<file path="config.mk">
export PLATFORM = sky130hd
export DESIGN_NAME = serial_addsub_pkt_flat
export DESIGN_NICKNAME = d
export VERILOG_FILES = /design/src/rtl/serial_addsub_pkt_if.sv /design/src/rtl/serial_addsub_pkt.sv /design/src/flat_wrapper.sv
export SDC_FILE = /design/constraint.sdc
export NUM_CORES = 1
export LEC_CHECK = 0
export BUFFER_PORTS_ARGS = -buffer_cell sky130_fd_sc_hd__buf_2
export CORE_MARGIN = 2
export CORE_UTILIZATION = 40
export CTS_BUF_LIST = sky130_fd_sc_hd__clkbuf_16
export CTS_CLUSTER_DIAMETER = 50
export DETAILED_ROUTE_END_ITERATION = 6
export HOLD_SLACK_MARGIN = 0.15
export PLACE_DENSITY = 0.66
export SETUP_SLACK_MARGIN = 0.05
export SKIP_CTS_REPAIR_TIMING = 1
export SYNTH_ARGS = -nofsm -noshare
export SYNTH_HDL_FRONTEND = slang
export SYNTH_SLANG_ARGS = --single-unit
export TNS_END_PERCENT = 30
</file>
<file path="constraint.sdc">
create_clock -name clk -period 5.3 [get_ports clk]
set_input_delay 1.59 -clock clk [delete_from_list [all_inputs] [get_ports clk]]
set_output_delay 1.59 -clock clk [all_outputs]
set_load 0.01 [all_outputs]
</file>
<file path="src/rtl/serial_addsub_pkt_if.sv">
// Bit-serial add/subtract packet bus: LSB-first operand beats in, per-packet result out.
interface serial_addsub_pkt_if #(
  parameter int unsigned WIDTH = 8,
  parameter int unsigned CNT_W = 6
);
  logic             vld;
  logic             a;
  logic             b;
  logic             sub;
  logic             last;
  logic [WIDTH-1:0] sum;
  logic             res_vld;
  logic             carry_out;
  logic             too_long;
  logic [CNT_W-1:0] len;

  modport master (
    output vld, a, b, sub, last,
    input  sum, res_vld, carry_out, too_long, len
  );

  modport slave (
    input  vld, a, b, sub, last,
    output sum, res_vld, carry_out, too_long, len
  );
endinterface

</file>
<file path="src/rtl/serial_addsub_pkt.sv">
// Bit-serial adder/subtractor: accumulates one sum bit per valid beat and
// publishes the packet result, carry, length and overflow flag after the last beat.
module serial_addsub_pkt #(
  parameter int unsigned WIDTH = 8,
  parameter int unsigned CNT_W = 6
) (
  input logic               clk,
  input logic               rst,
  serial_addsub_pkt_if.slave bus
);

  localparam logic [CNT_W-1:0] CNT_MAX = '1;
  localparam logic [CNT_W-1:0] WIDTH_C = CNT_W'(WIDTH);

  typedef enum logic {IDLE, ACC} state_e;

  state_e           state_q;
  logic             mode_q, mode_d;
  logic             carry_q, carry_d;
  logic [CNT_W-1:0] cnt_q, cnt_d;
  logic [WIDTH-1:0] work_q, work_d;
  logic [WIDTH-1:0] sum_q;
  logic             res_vld_q;
  logic             carry_out_q;
  logic             too_long_q;
  logic [CNT_W-1:0] len_q;

  logic             first;
  logic             cin;
  logic             b_eff;
  logic             sbit;
  logic [CNT_W-1:0] idx;

  // One full-adder step; the first beat of a packet restarts from a cleared working register.
  always_comb begin
    first   = (state_q == IDLE);
    mode_d  = first ? bus.sub : mode_q;
    cin     = first ? bus.sub : carry_q;
    b_eff   = bus.b ^ mode_d;
    sbit    = bus.a ^ b_eff ^ cin;
    carry_d = (bus.a & b_eff) | (bus.a & cin) | (b_eff & cin);
    idx     = first ? '0 : cnt_q;
    work_d  = first ? '0 : work_q;
    for (int i = 0; i < WIDTH; i++) begin
      if (idx == CNT_W'(i)) work_d[i] = sbit;
    end
    if (first)                 cnt_d = CNT_W'(1);
    else if (cnt_q == CNT_MAX) cnt_d = cnt_q;
    else                       cnt_d = cnt_q + CNT_W'(1);
  end

  // State machine plus datapath registers; idle cycles (vld=0) only drop res_vld.
  always_ff @(posedge clk) begin
    if (rst) begin
      state_q     <= IDLE;
      mode_q      <= 1'b0;
      carry_q     <= 1'b0;
      cnt_q       <= '0;
      work_q      <= '0;
      sum_q       <= '0;
      res_vld_q   <= 1'b0;
      carry_out_q <= 1'b0;
      too_long_q  <= 1'b0;
      len_q       <= '0;
    end else begin
      res_vld_q <= 1'b0;
      if (bus.vld) begin
        mode_q  <= mode_d;
        carry_q <= carry_d;
        cnt_q   <= cnt_d;
        work_q  <= work_d;
        if (bus.last) begin
          state_q     <= IDLE;
          sum_q       <= work_d;
          carry_out_q <= carry_d;
          len_q       <= cnt_d;
          too_long_q  <= (cnt_d > WIDTH_C);
          res_vld_q   <= 1'b1;
        end else begin
          state_q <= ACC;
        end
      end
    end
  end

  assign bus.sum       = sum_q;
  assign bus.res_vld   = res_vld_q;
  assign bus.carry_out = carry_out_q;
  assign bus.too_long  = too_long_q;
  assign bus.len       = len_q;

endmodule
</file>
<file path="src/flat_wrapper.sv">
// flat-port wrapper written by rule: the top's interface ports become plain ports
module serial_addsub_pkt_flat 
#(
  parameter int unsigned WIDTH = 8,
  parameter int unsigned CNT_W = 6
)
  (clk, rst, bus_vld, bus_a, bus_b, bus_sub, bus_last, bus_sum, bus_res_vld, bus_carry_out, bus_too_long, bus_len);
  serial_addsub_pkt_if #(.WIDTH(WIDTH), .CNT_W(CNT_W)) bus_i ();
  input logic clk;
  input logic rst;
  input wire logic [$bits(bus_i.vld)-1:0] bus_vld;
  input wire logic [$bits(bus_i.a)-1:0] bus_a;
  input wire logic [$bits(bus_i.b)-1:0] bus_b;
  input wire logic [$bits(bus_i.sub)-1:0] bus_sub;
  input wire logic [$bits(bus_i.last)-1:0] bus_last;
  output wire logic [$bits(bus_i.sum)-1:0] bus_sum;
  output wire logic [$bits(bus_i.res_vld)-1:0] bus_res_vld;
  output wire logic [$bits(bus_i.carry_out)-1:0] bus_carry_out;
  output wire logic [$bits(bus_i.too_long)-1:0] bus_too_long;
  output wire logic [$bits(bus_i.len)-1:0] bus_len;
  assign bus_i.vld = bus_vld;
  assign bus_i.a = bus_a;
  assign bus_i.b = bus_b;
  assign bus_i.sub = bus_sub;
  assign bus_i.last = bus_last;
  assign bus_sum = bus_i.sum;
  assign bus_res_vld = bus_i.res_vld;
  assign bus_carry_out = bus_i.carry_out;
  assign bus_too_long = bus_i.too_long;
  assign bus_len = bus_i.len;
  serial_addsub_pkt #(.WIDTH(WIDTH), .CNT_W(CNT_W)) u_core (.clk(clk), .rst(rst), .bus(bus_i));
endmodule
</file>
# [After elaboration in Yosys (flattened, before gate mapping)]
# Cells that the tools add are included.
[classes] n_lt_le_gt_ge=1 n_eq_ne=8 bitwise=9 n_reduce_logical=3 n_mux=16 add_sub_neg=1
[op_table] op="$eq 6x3->1 const B" n=4
[op_table] op="$mux 6" n=3
[op_table] op="$eq 6x2->1 const B" n=2
[op_table] op="$mux 1" n=12
[op_table] op="$mux 8" n=1
[op_table] op="$add 6x1->6 const B" n=1
[op_table] op="$eq 6x1->1 const B" n=1
[op_table] op="$eq 6x6->1 const B" n=1
[op_table] op="$gt 6x4->1 const B" n=1
[op_table] op="$logic_not 6->1" n=1
[op_table] op="$and 1x1->1" n=3
[op_table] op="$xor 1x1->1" n=3
[op_table] op="$or 1x1->1" n=2
[op_table] op="$reduce_and 2->1" n=1
[op_table] op="$reduce_or 2->1" n=1
[op_table] op="$not 1->1" n=1
[totals] out_inout_bits=17 elab_cells=48 regBits=34

# [Depth between registers and ports, before layout]
# Gate-level depths: netlist (run 1).
[logic_depth] ltp_word=5 mapped_depth=8

# [Least setup slack after synthesis (run 1)]
# OpenSTA, ideal clock, no wires.
[synth_timing] kind="input-to-reg" start="input bus_sub" end="register u_core.sum_q[0], in the netlist u_core.bus.sum[0]" path_buffers=0 t_arrival_ns=2.974 setup_ns=0.086 t_required_ns=5.214 path_slack_ns=2.240 cell_stages=7 path_cell_list="nor2b_1 > a21oi_1 > xor2_1 > fa_1 > inv_1 > mux2i_1 > a211oi_1"
[synth_via] elab_chain_len=5 word_cells_on_any_way=6
[synth_lines] element="start, declared" line_no="flat_wrapper.sv:14" text="input wire logic [$bits(bus_i.sub)-1:0] bus_sub;"
[synth_lines] element="$mux 1" line_no="serial_addsub_pkt.sv:37" text="mode_d = first ? bus.sub : mode_q;"
[synth_lines] element="$xor 1x1->1" line_no="serial_addsub_pkt.sv:39" text="b_eff = bus.b ^ mode_d;"
[synth_lines] element="$xor 1x1->1" line_no="serial_addsub_pkt.sv:40" text="sbit = bus.a ^ b_eff ^ cin;"
[synth_lines] element="$xor 1x1->1 (*)" line_no="serial_addsub_pkt.sv:40"
[synth_lines] element="$mux 1 (*)" line_no="serial_addsub_pkt.sv:45" text="if (idx == CNT_W'(i)) work_d[i] = sbit;"
[synth_lines] element="end signal, assigned" line_no="serial_addsub_pkt.sv:74" text="sum_q <= work_d;"
[synth_lines] element="end, declared" line_no="serial_addsub_pkt.sv:22" text="logic [WIDTH-1:0] sum_q;"
# Mark *: on every way between the ends. The rest lies on a longest branch, timed or not.
# A chain may end at the register's enable or synchronous reset.

# [Final worst setup path (run 1)]
# Ends and elaborated chain as after synthesis.

==> results by group, run 1 <==
Timing
  • Min cycle time layout: 3.04 ns
  • Final setup fails: 0
  • Setup ws final: 2.26 ns
  • Final TNS setup: 0 ns
  • Hold Fails Final Rpt: 0
  • Slew at the pin closest to its max-slew limit: 0.667 ns
  • Fmax: 0.329 GHz
  • Fin. max-slew vios: 0
  • RSZ-0062 raised after global routing: no
  • Slew HR: 55.5%
  • Fin crit share: 57.4%
  • Clk_skew: 0.00243 ns

Critical path
  • Slowest CP cell: fa_1
  • Worst stage delay on the critical path: 0.50 ns
  • Crit path buf inv count: 2
  • WS Path Type: in -> reg
  • Critical Path End Type: flip-flop
  • CP Launch Type: input pin
  • Top fanout value on the critical path: 7
  • CP Cell Sequence: buf_2, nor2b_1, a21oi_1, xor2_1, fa_1, inv_1, mux2i_1, a211oi_1
  • Crit path max-delay family: adder cells
  • Arrival time worst endpoint: 3.23 ns
  • CP required: 5.49 ns

Clocking
  • Root Driver: clkbuf_16
  • Worst-case clock buffer depth: 2
  • CTS sink cnt: 34
  • H-Tree Depth: 2
  • Clock slew at reported path FFs: 0.05 ns
  • CTS tree: built
  • Total CTS buffers: 5
  • Later-pin clock latency in the skew report: 0.27 ns

Floorplanning
  • Core area: 0.00400 mm2
  • Die Y-Extent: 68.6 um
  • Initial Util: 41.7%
  • Row cnt: 23
  • Die width: 68.6 um
  • Ports: 24
  • Total die area: 0.00470 mm2

Routing
  • Drt total wl: 3.43 mm
  • Drt drc: 0
  • Vias post-DR: 1380
  • Antenna Nets Post-Route: 0
  • Total iterations of the first detailed-routing run: 4
  • Via-per-instance ratio: 5.29
  • Wire per inst: 13.1 um
  • Starting DRC count in detailed routing: 81

Yosys
  • Synth Instances: 192
  • Post-synth ARST share: 0%
  • Area leader, netlist: dfxtp_1
  • Yosys warns: 0
  • Seq/Total Area, Yosys: 40.8%
  • Mapped cell area: 0.00167 mm2
  • Synthesized net count: 201
  • Flops & latches, synth: 34
  • Post-synth cell types: 44
  • Post-synth EDFFs: 0
  • Syn Area/Cell: 8.69 um2
  • Most used DFF post-synth: dfxtp_1
  • Yosys top cell area share: 40.8%
  • Top post-synthesis cells by area: dfxtp_1 (41%), mux2i_1 (7.8%), nand2_1 (4.3%), a21oi_1 (4.2%), o32ai_1 (3.2%)

Job
  • Maxcap violations: 0

Layout
  • Final Util: 48.5%
  • Most frequent cells in the layout: dfxtp_1 (34), buf_2 (23), nand2_1 (19)
  • Layout cell share with drive strength beyond 1: 18.0%
  • Layout Nets: 219
  • Area Growth Syn to Fin: 16.3%
  • Layout fillers: 400
  • Non-filler cells, final: 261
  • Most common library cell in the layout ignoring fill and taps: dfxtp_1
  • Diode count: 0

Place
  • DP HPWL: 2.33 mm
  • Global placement routability congestion: 0.776
  • Place WS: 1.95 ns
  • Placed Cells: 253
  • PortBufs: 23

GRT
  • Initial antenna violation count: 0
  • GR Layer Usage met3: 4.87%
  • Routing usage on met1: 24.0%
  • Vias in the first global route: 1234
  • Largest net degree at the start of global routing: 31
  • Final global-route overflow total: 0
  • Met2 Usage GRT: 22.5%
  • Most Crowded Layer GR: met1
  • First-pass GRT wire length: 5.82 mm
  • Global-route usage over all layers: 16.7%

Power
  • Pleak: 0.772 nW
  • Worst IR drop on VDD: 0.000107 V
  • P per Cell Area: 308 mW/mm2

Worst hold path
  • Hold WC Path Type: reg -> reg

Run status
  • Outcome: complete, no violations
## layout make-up
type / instances / area [um2] / share of cell area [%]
multi-input cells: 135 / 895 / 46.1
well taps: 50 / 62.6 / 3.23
clock inverters: 3 / 16.3 / 0.839
clock buffers: 5 / 125 / 6.45
flip-flops and latches: 34 / 681 / 35.1
repair buffers: 24 / 123 / 6.32
inverters: 10 / 37.5 / 1.94
## worst reg2reg max path: cells and delay by family, from the launching register on
family	cells	cell delay, ns
adders and majority gates	1	0.50
xor gates and xnor gates	1	0.20
muxes	1	0.12
AOI/OAI and AO/OA	2	0.37
DFF	1	0.31
and+or+nand+nor	1	0.10
buffers and inverters	2	0.44
## path summary, 6_finish.rpt
check                           cells past startpoint           endpoint  slack (ns)         startpoint
worst max-delay path                                8  u_core.bus.sum[0]        2.26            bus_sub
worst min-delay path                                2  u_core.bus.sum[4]        0.45  u_core.bus.sum[4]
worst max register to register                      8  u_core.bus.sum[0]        3.17     u_core.state_q
worst min register to register                      2  u_core.bus.sum[4]        0.45  u_core.bus.sum[4]
## flip-flops by register name, summed over array words and instances (netlist names)
signal                count
u_core.bus.too_long       1
u_core.work_q             8
u_core.carry_q            1
u_core.mode_q             1
u_core.cnt_q              6
u_core.bus.carry_out      1
u_core.bus.res_vld        1
u_core.state_q            1
u_core.bus.sum            8
u_core.bus.len            6
## per-stage QoR
stage	hold slack, ns	cell area [um2]	power (W)
after floorplan	0.450	1670	0.000312
after global placement	0.432	1800	0.000327
after detailed placement	0.436	1800	0.000327
after CTS	0.449	1940	0.000603
after global routing	0.481	1940	0.000622
final	0.445	1940	0.000597
## per-layer routing
| layer | vias to the layer above | wire length, um | share of wire, % |
|---|---|---|---|
| met4 | 0 | 63 | 1.8 |
| met3 | 4 | 191 | 5.6 |
| met5 | - | 0 | 0 |
| met2 | 46 | 1400 | 41 |
| li1 | 726 | - | - |
| met1 | 604 | 1770 | 52 |
## report_power, final
group	leakage (nW)	switching (W)	internal, W
Sequential	0.276	0.00000493	0.000262
Combinational	0.428	0.0000352	0.0000196
Clock	0.0672	0.000104	0.000171
## synth_stat cells (all sizes together), types with 2 or more instances
master and number:
dfxtp 34, nand2 20, a21oi 14, mux2i 13
nor2 12, clkbuf 11, inv 10, nand3 8
o21ai 8, a211oi 6, o32ai 6, nor2b 5
a31oi 4, nand2b 4, a311oi 3, nand4 3
a21o 2, and2 2, and3 2, buf 2
nand4b 2, nor3 2, o211ai 2, o21a 2
o22ai 2, xor2 2
## kinds of logic after synthesis
group / count (synthesis) / share of synthesized area, %
AOI/OAI and AO/OA: 51 / 20.3
xor gates and xnor gates: 2 / 1.05
adders and majority gates: 2 / 1.95
buffers and inverters: 23 / 5.55
DFF: 34 / 40.8
muxes: 13 / 7.80
and+or+nand+nor: 67 / 22.6
Power figures use the tool's default switching activity.
==> inputs of run 2 (changes only) <==
ABC_AREA = 1   (was not set)
clock period = 2.83 ns   (was 5.3 ns; I/O delays follow)
==> run 2 against run 1 <==
Effect of this change: clock skew up 0.0055 ns; total power up 92%; worst hold slack better by 0.0010 ns; cell area shrank 2.1%; largest cell class unchanged; largest power group is now sequential cells.
==> results by group, run 2 <==
Yosys
  • Seq/Total Area, Yosys: 41.7%
  • Yosys warns: 0
  • Most used DFF post-synth: dfxtp_1
  • Post-synth cell types: 23
  • Area leader, netlist: dfxtp_1
  • Mapped cell area: 0.00163 mm2
  • Post-synth ARST share: 0%
  • Commonest cells in the netlist: nand2_1 (57), dfxtp_1 (34), inv_1 (33), o21ai_0 (30), nor2_1 (18)
  • Synth Instances: 235
  • Synthesized net count: 244
  • Flops & latches, synth: 34
  • Post-synth EDFFs: 0
  • Top-count cell post-synth: nand2_1
  • Yosys top cell area share: 41.7%
  • Syn Area/Cell: 6.94 um2
  • Top post-synthesis cells by area: dfxtp_1 (42%), nand2_1 (13%), o21ai_0 (9.2%), inv_1 (7.6%), a21oi_1 (4.6%)

Power
  • Pleak: 0.894 nW
  • P per Cell Area: 603 mW/mm2
  • Worst IR drop on VDD: 0.000279 V

Routing
  • Total iterations of the first detailed-routing run: 4
  • Via-per-instance ratio: 4.82
  • Starting DRC count in detailed routing: 66
  • Wire per inst: 11.7 um
  • Drt drc: 0
  • Drt total wl: 3.58 mm
  • Vias post-DR: 1480
  • Antenna Nets Post-Route: 0

Clocking
  • Worst-case clock buffer depth: 2
  • Total CTS buffers: 5
  • CTS tree: built
  • CTS sink cnt: 34
  • Later-pin clock latency in the skew report: 0.28 ns
  • Root Driver: clkbuf_16
  • Clock slew at reported path FFs: 0.05 ns
  • H-Tree Depth: 2

Floorplanning
  • Die Y-Extent: 67.9 um
  • Initial Util: 41.1%
  • Row cnt: 23
  • Die width: 67.9 um
  • Ports: 24
  • Total die area: 0.00461 mm2
  • Core area: 0.00397 mm2

Critical path
  • CP Launch Type: input pin
  • Top fanout value on the critical path: 8
  • FF-to-FF Start: u_core.state_q
  • Crit path from: bus_sub
  • CP most frequent cell: nand2_1
  • WS Path Type: in -> reg
  • Worst stage delay on the critical path: 0.51 ns
  • CP Cell Sequence: buf_2, nand2_1, o21ai_0, xnor2_1, fa_1, inv_1, o21ai_0, nand2_1, nand2_1, inv_1
  • CP required: 3.00 ns
  • Critical Path End Type: flip-flop
  • Arrival time worst endpoint: 2.37 ns
  • Slowest CP cell: fa_1

Timing
  • Min cycle time layout: 2.20 ns
  • Slew at the pin closest to its max-slew limit: 0.439 ns
  • Fmax: 0.454 GHz
  • Slew HR: 70.7%
  • Clk_skew: 0.00796 ns
  • Fin crit share: 77.8%
  • Final TNS setup: 0 ns
  • RSZ-0062 raised after global routing: no
  • Final hold slack: 0.446 ns
  • Hold Fails Final Rpt: 0
  • Final setup fails: 0
  • Fin. max-slew vios: 0

Job
  • Maxcap violations: 0

Run status
  • Outcome: complete, no violations

Layout
  • Layout fillers: 411
  • Multi-input logic area: 767 um2
  • Most frequent cells in the layout: nand2_1 (57), inv_1 (34), dfxtp_1 (34)
  • Final non-filler cell area: 0.00190 mm2
  • Most common library cell in the layout ignoring fill and taps: nand2_1
  • Area Growth Syn to Fin: 16.3%
  • Layout cell share with drive strength beyond 1: 15.2%
  • Diode count: 0
  • Layout Nets: 265
  • Reg area: 681 um2

GRT
  • Global-route usage over all layers: 17.1%
  • Vias in the first global route: 1346
  • First-pass GRT wire length: 5.93 mm
  • Final global-route overflow total: 0
  • Initial antenna violation count: 0
  • Largest net degree at the start of global routing: 26

Place
  • Global placement routability congestion: 0.817
  • DP HPWL: 2.38 mm
  • Area post-placement: 0.00176 mm2
  • PortBufs: 23

Worst hold path
  • Hold WC Path Type: reg -> reg
  • Min-delay src: u_core.bus.sum[1]
-- run 2: final cells by class --
class / instances / area share (%)
sequential: 34 / 35.9
multi-input combinational: 157 / 40.4
clock buffer: 5 / 6.59
clock inverter: 3 / 0.659
tap: 50 / 3.30
inverter: 34 / 6.72
timing repair buffer: 24 / 6.46
-- run 2: critical path, delay by kind of cell --
family          cells  cell delay [ns]
compound gates      2             0.38
xor+xnor            1             0.18
fa+ha+maj           1             0.51
buf+inv             3             0.25
simple gates        3             0.21
-- run 2: power by group --
part           internal (W)  switching (W)  total, W
clock network      0.000317       0.000183  0.000500
logic             0.0000402      0.0000850  0.000125
registers          0.000501      0.0000171  0.000518
total              0.000859       0.000285   0.00114
-- run 2: worst paths after layout --
check	slack, ns	endpoint	cells after the start
max	0.63	u_core.work_q[5]	10
max reg2reg	0.78	u_core.work_q[5]	9
min	0.45	u_core.bus.sum[1]	2
min reg2reg	0.45	u_core.bus.sum[1]	2
-- run 2: through the flow --
step	setup WS (ns)	util, %	power, W	instances
5_1_grt	0.478	47.8	0.00119	307
4_1_cts	0.636	47.8	0.00116	307
3_5_place_dp	0.352	44.3	0.000652	299
3_3_place_gp	0.410	44.3	0.000649	299
2_1_floorplan	0.609	-	0.000620	235
6_report	0.629	47.8	0.00114	307
-- run 2: kinds of logic after synthesis --
logic type | share of synthesized area (%)
and+or+nand+nor | 25.2
AOI/OAI and AO/OA | 18.8
buffers and inverters | 11.3
DFF | 41.7
xor gates and xnor gates | 1.07
adders and majority gates | 1.99
-- run 2: per-layer routing --
metal,vias to the layer above,wire length (um),track usage [%]
li1,789,-,-
met1,655,1830,22.6
met2,29,1540,27.0
met3,7,162,4.61
met4,0,44,5.50
met5,-,0,0
==> inputs of run 3 (changes only) <==
ABC_AREA = 0   (was 1)
clock period = 2.04 ns   (was 2.83 ns; I/O delays follow)
==> run 3 against run 2 <==
Effect of this change: final cell count is 13% lower; die area rose by 2.1%; critical endpoint is now u_core.bus.sum[0]; critical path type unchanged; core utilization rose by 2.5 points.
==> results by group, run 3 (synthesized netlist as in run 1, its figures left out) <==
Run status
  • Outcome: complete, no violations

Clocking
  • Root Driver: clkbuf_16
  • Worst-case clock buffer depth: 2
  • H-Tree Depth: 2
  • Later-pin clock latency in the skew report: 0.28 ns
  • CTS sink cnt: 34
  • Clock slew at reported path FFs: 0.05 ns
  • Total CTS buffers: 5
  • CTS tree: built

GRT
  • Global-route usage over all layers: 18.0%
  • Initial antenna violation count: 0
  • Vias in the first global route: 1285
  • First-pass GRT wire length: 6.15 mm
  • Largest net degree at the start of global routing: 28
  • Final global-route overflow total: 0

Layout
  • Most common library cell in the layout ignoring fill and taps: dfxtp_1
  • Non-filler cells, final: 268
  • Layout fillers: 377
  • Diode count: 0
  • Layout cell share with drive strength beyond 1: 22.9%
  • Final Util: 50.3%
  • Layout Nets: 226
  • Reg area: 681 um2
  • Area Growth Syn to Fin: 20.6%
  • Most frequent cells in the layout: dfxtp_1 (34), buf_2 (23), nand2_1 (19)
  • Multi-input logic area: 911 um2

Routing
  • Starting DRC count in detailed routing: 110
  • Met2 Wirelength: 1.58 mm
  • Antenna Nets Post-Route: 0
  • Wire per inst: 13.5 um
  • Via-per-instance ratio: 5.24
  • Top Layer Used: met4
  • Vias post-DR: 1404
  • Drt drc: 0
  • Total iterations of the first detailed-routing run: 4
  • Metal3 WL: 150 um
  • Metal1 wirelength: 1.81 mm
  • Drt total wl: 3.61 mm

Place
  • DP HPWL: 2.51 mm
  • PortBufs: 23
  • Placed Cells: 260
  • Global placement routability congestion: 0.816
  • Place WS: -0.154 ns

Timing
  • Setup ws final: 0.125 ns
  • Fmax: 0.522 GHz
  • Slew at the pin closest to its max-slew limit: 0.545 ns
  • Slew HR: 63.4%
  • Min cycle time layout: 1.91 ns
  • Fin crit share: 93.9%
  • Final setup fails: 0
  • Hold Fails Final Rpt: 0
  • Clk_skew: 0.00212 ns
  • Fin. max-slew vios: 0
  • RSZ-0062 raised after global routing: yes

Floorplanning
  • Total die area: 0.00470 mm2
  • Die Y-Extent: 68.6 um
  • Row cnt: 23
  • Core area: 0.00400 mm2
  • Ports: 24
  • Initial Util: 41.7%
  • Die width: 68.6 um

Power
  • P per Cell Area: 784 mW/mm2
  • Total power: 0.00158 W
  • Worst IR drop on VDD: 0.000337 V
  • Pleak: 0.813 nW

Job
  • Maxcap violations: 0

Critical path
  • Slowest CP cell: fa_2
  • CP Cell Sequence: buf_2, nor2b_4, a21oi_2, xor2_1, fa_2, inv_2, mux2i_1, a211oi_1
  • WS Path Type: in -> reg
  • Worst stage delay on the critical path: 0.52 ns
  • Top fanout value on the critical path: 7
  • CP Launch Type: input pin
  • Arrival time worst endpoint: 2.11 ns
  • CP required: 2.24 ns
  • Critical Path End Type: flip-flop

Worst hold path
  • Hold WC Path Type: reg -> reg
run 3: cell types whose count changed in the layout (fill, tap and decap cells not counted), sizes merged, moves of 4 or more:
cell / delta
o21ai: -34
nand2: -40
nand2b: +4
o32ai: +6
a211oi: +6
buf: +7
mux2i: +13
nor2b: +5
nor2: -10
inv: -24
run 3: report_power, final:
group / switching (W) / total [W] / internal [W] / leakage [nW]
clock network: 0.000278 / 0.000722 / 0.000445 / 0.0672
registers: 0.00000941 / 0.000690 / 0.000680 / 0.276
logic: 0.0000999 / 0.000165 / 0.0000649 / 0.469
total: 0.000387 / 0.00158 / 0.00119 / 0.813
run 3: area by class of cell:
type                    instances  area share, %
flip-flops and latches         34           33.8
clock inverters                 3          0.808
repair buffers                 31           8.89
well taps                      50           3.11
clock buffers                   5           6.22
inverters                      10           1.87
multi-input cells             135           45.3
run 3: layer usage:
metal,track usage [%],vias up
met2,24.6,29
li1,-,737
met5,0,-
met1,25.5,633
met4,9.00,0
met3,5.36,5
run 3: through the flow:
stage          hold slack [ns]  area [um2]  TNS (ns)
6_report                 0.446        2010         0
2_1_floorplan            0.450        1680         0
3_5_place_dp             0.439        1860     -1.97
3_3_place_gp             0.433        1860     -1.66
4_1_cts                  0.451        2000         0
5_1_grt                  0.488        2010         0
run 3: worst paths after layout:
path | cells after the start | from | slack (ns) | endpoint
max | 8 | bus_sub | 0.13 | u_core.bus.sum[0]
min | 2 | u_core.bus.sum[6] | 0.45 | u_core.bus.sum[6]
max reg2reg | 7 | u_core.state_q | 0.19 | u_core.bus.sum[0]
min reg2reg | 2 | u_core.bus.sum[6] | 0.45 | u_core.bus.sum[6]
run 3: worst max-delay path, delay by kind of cell:
kind            cells  cell delay [ns]
fa+ha+maj           1             0.52
compound gates      2             0.32
buf+inv             2             0.24
xor+xnor            1             0.21
simple gates        1             0.12
mux                 1             0.09
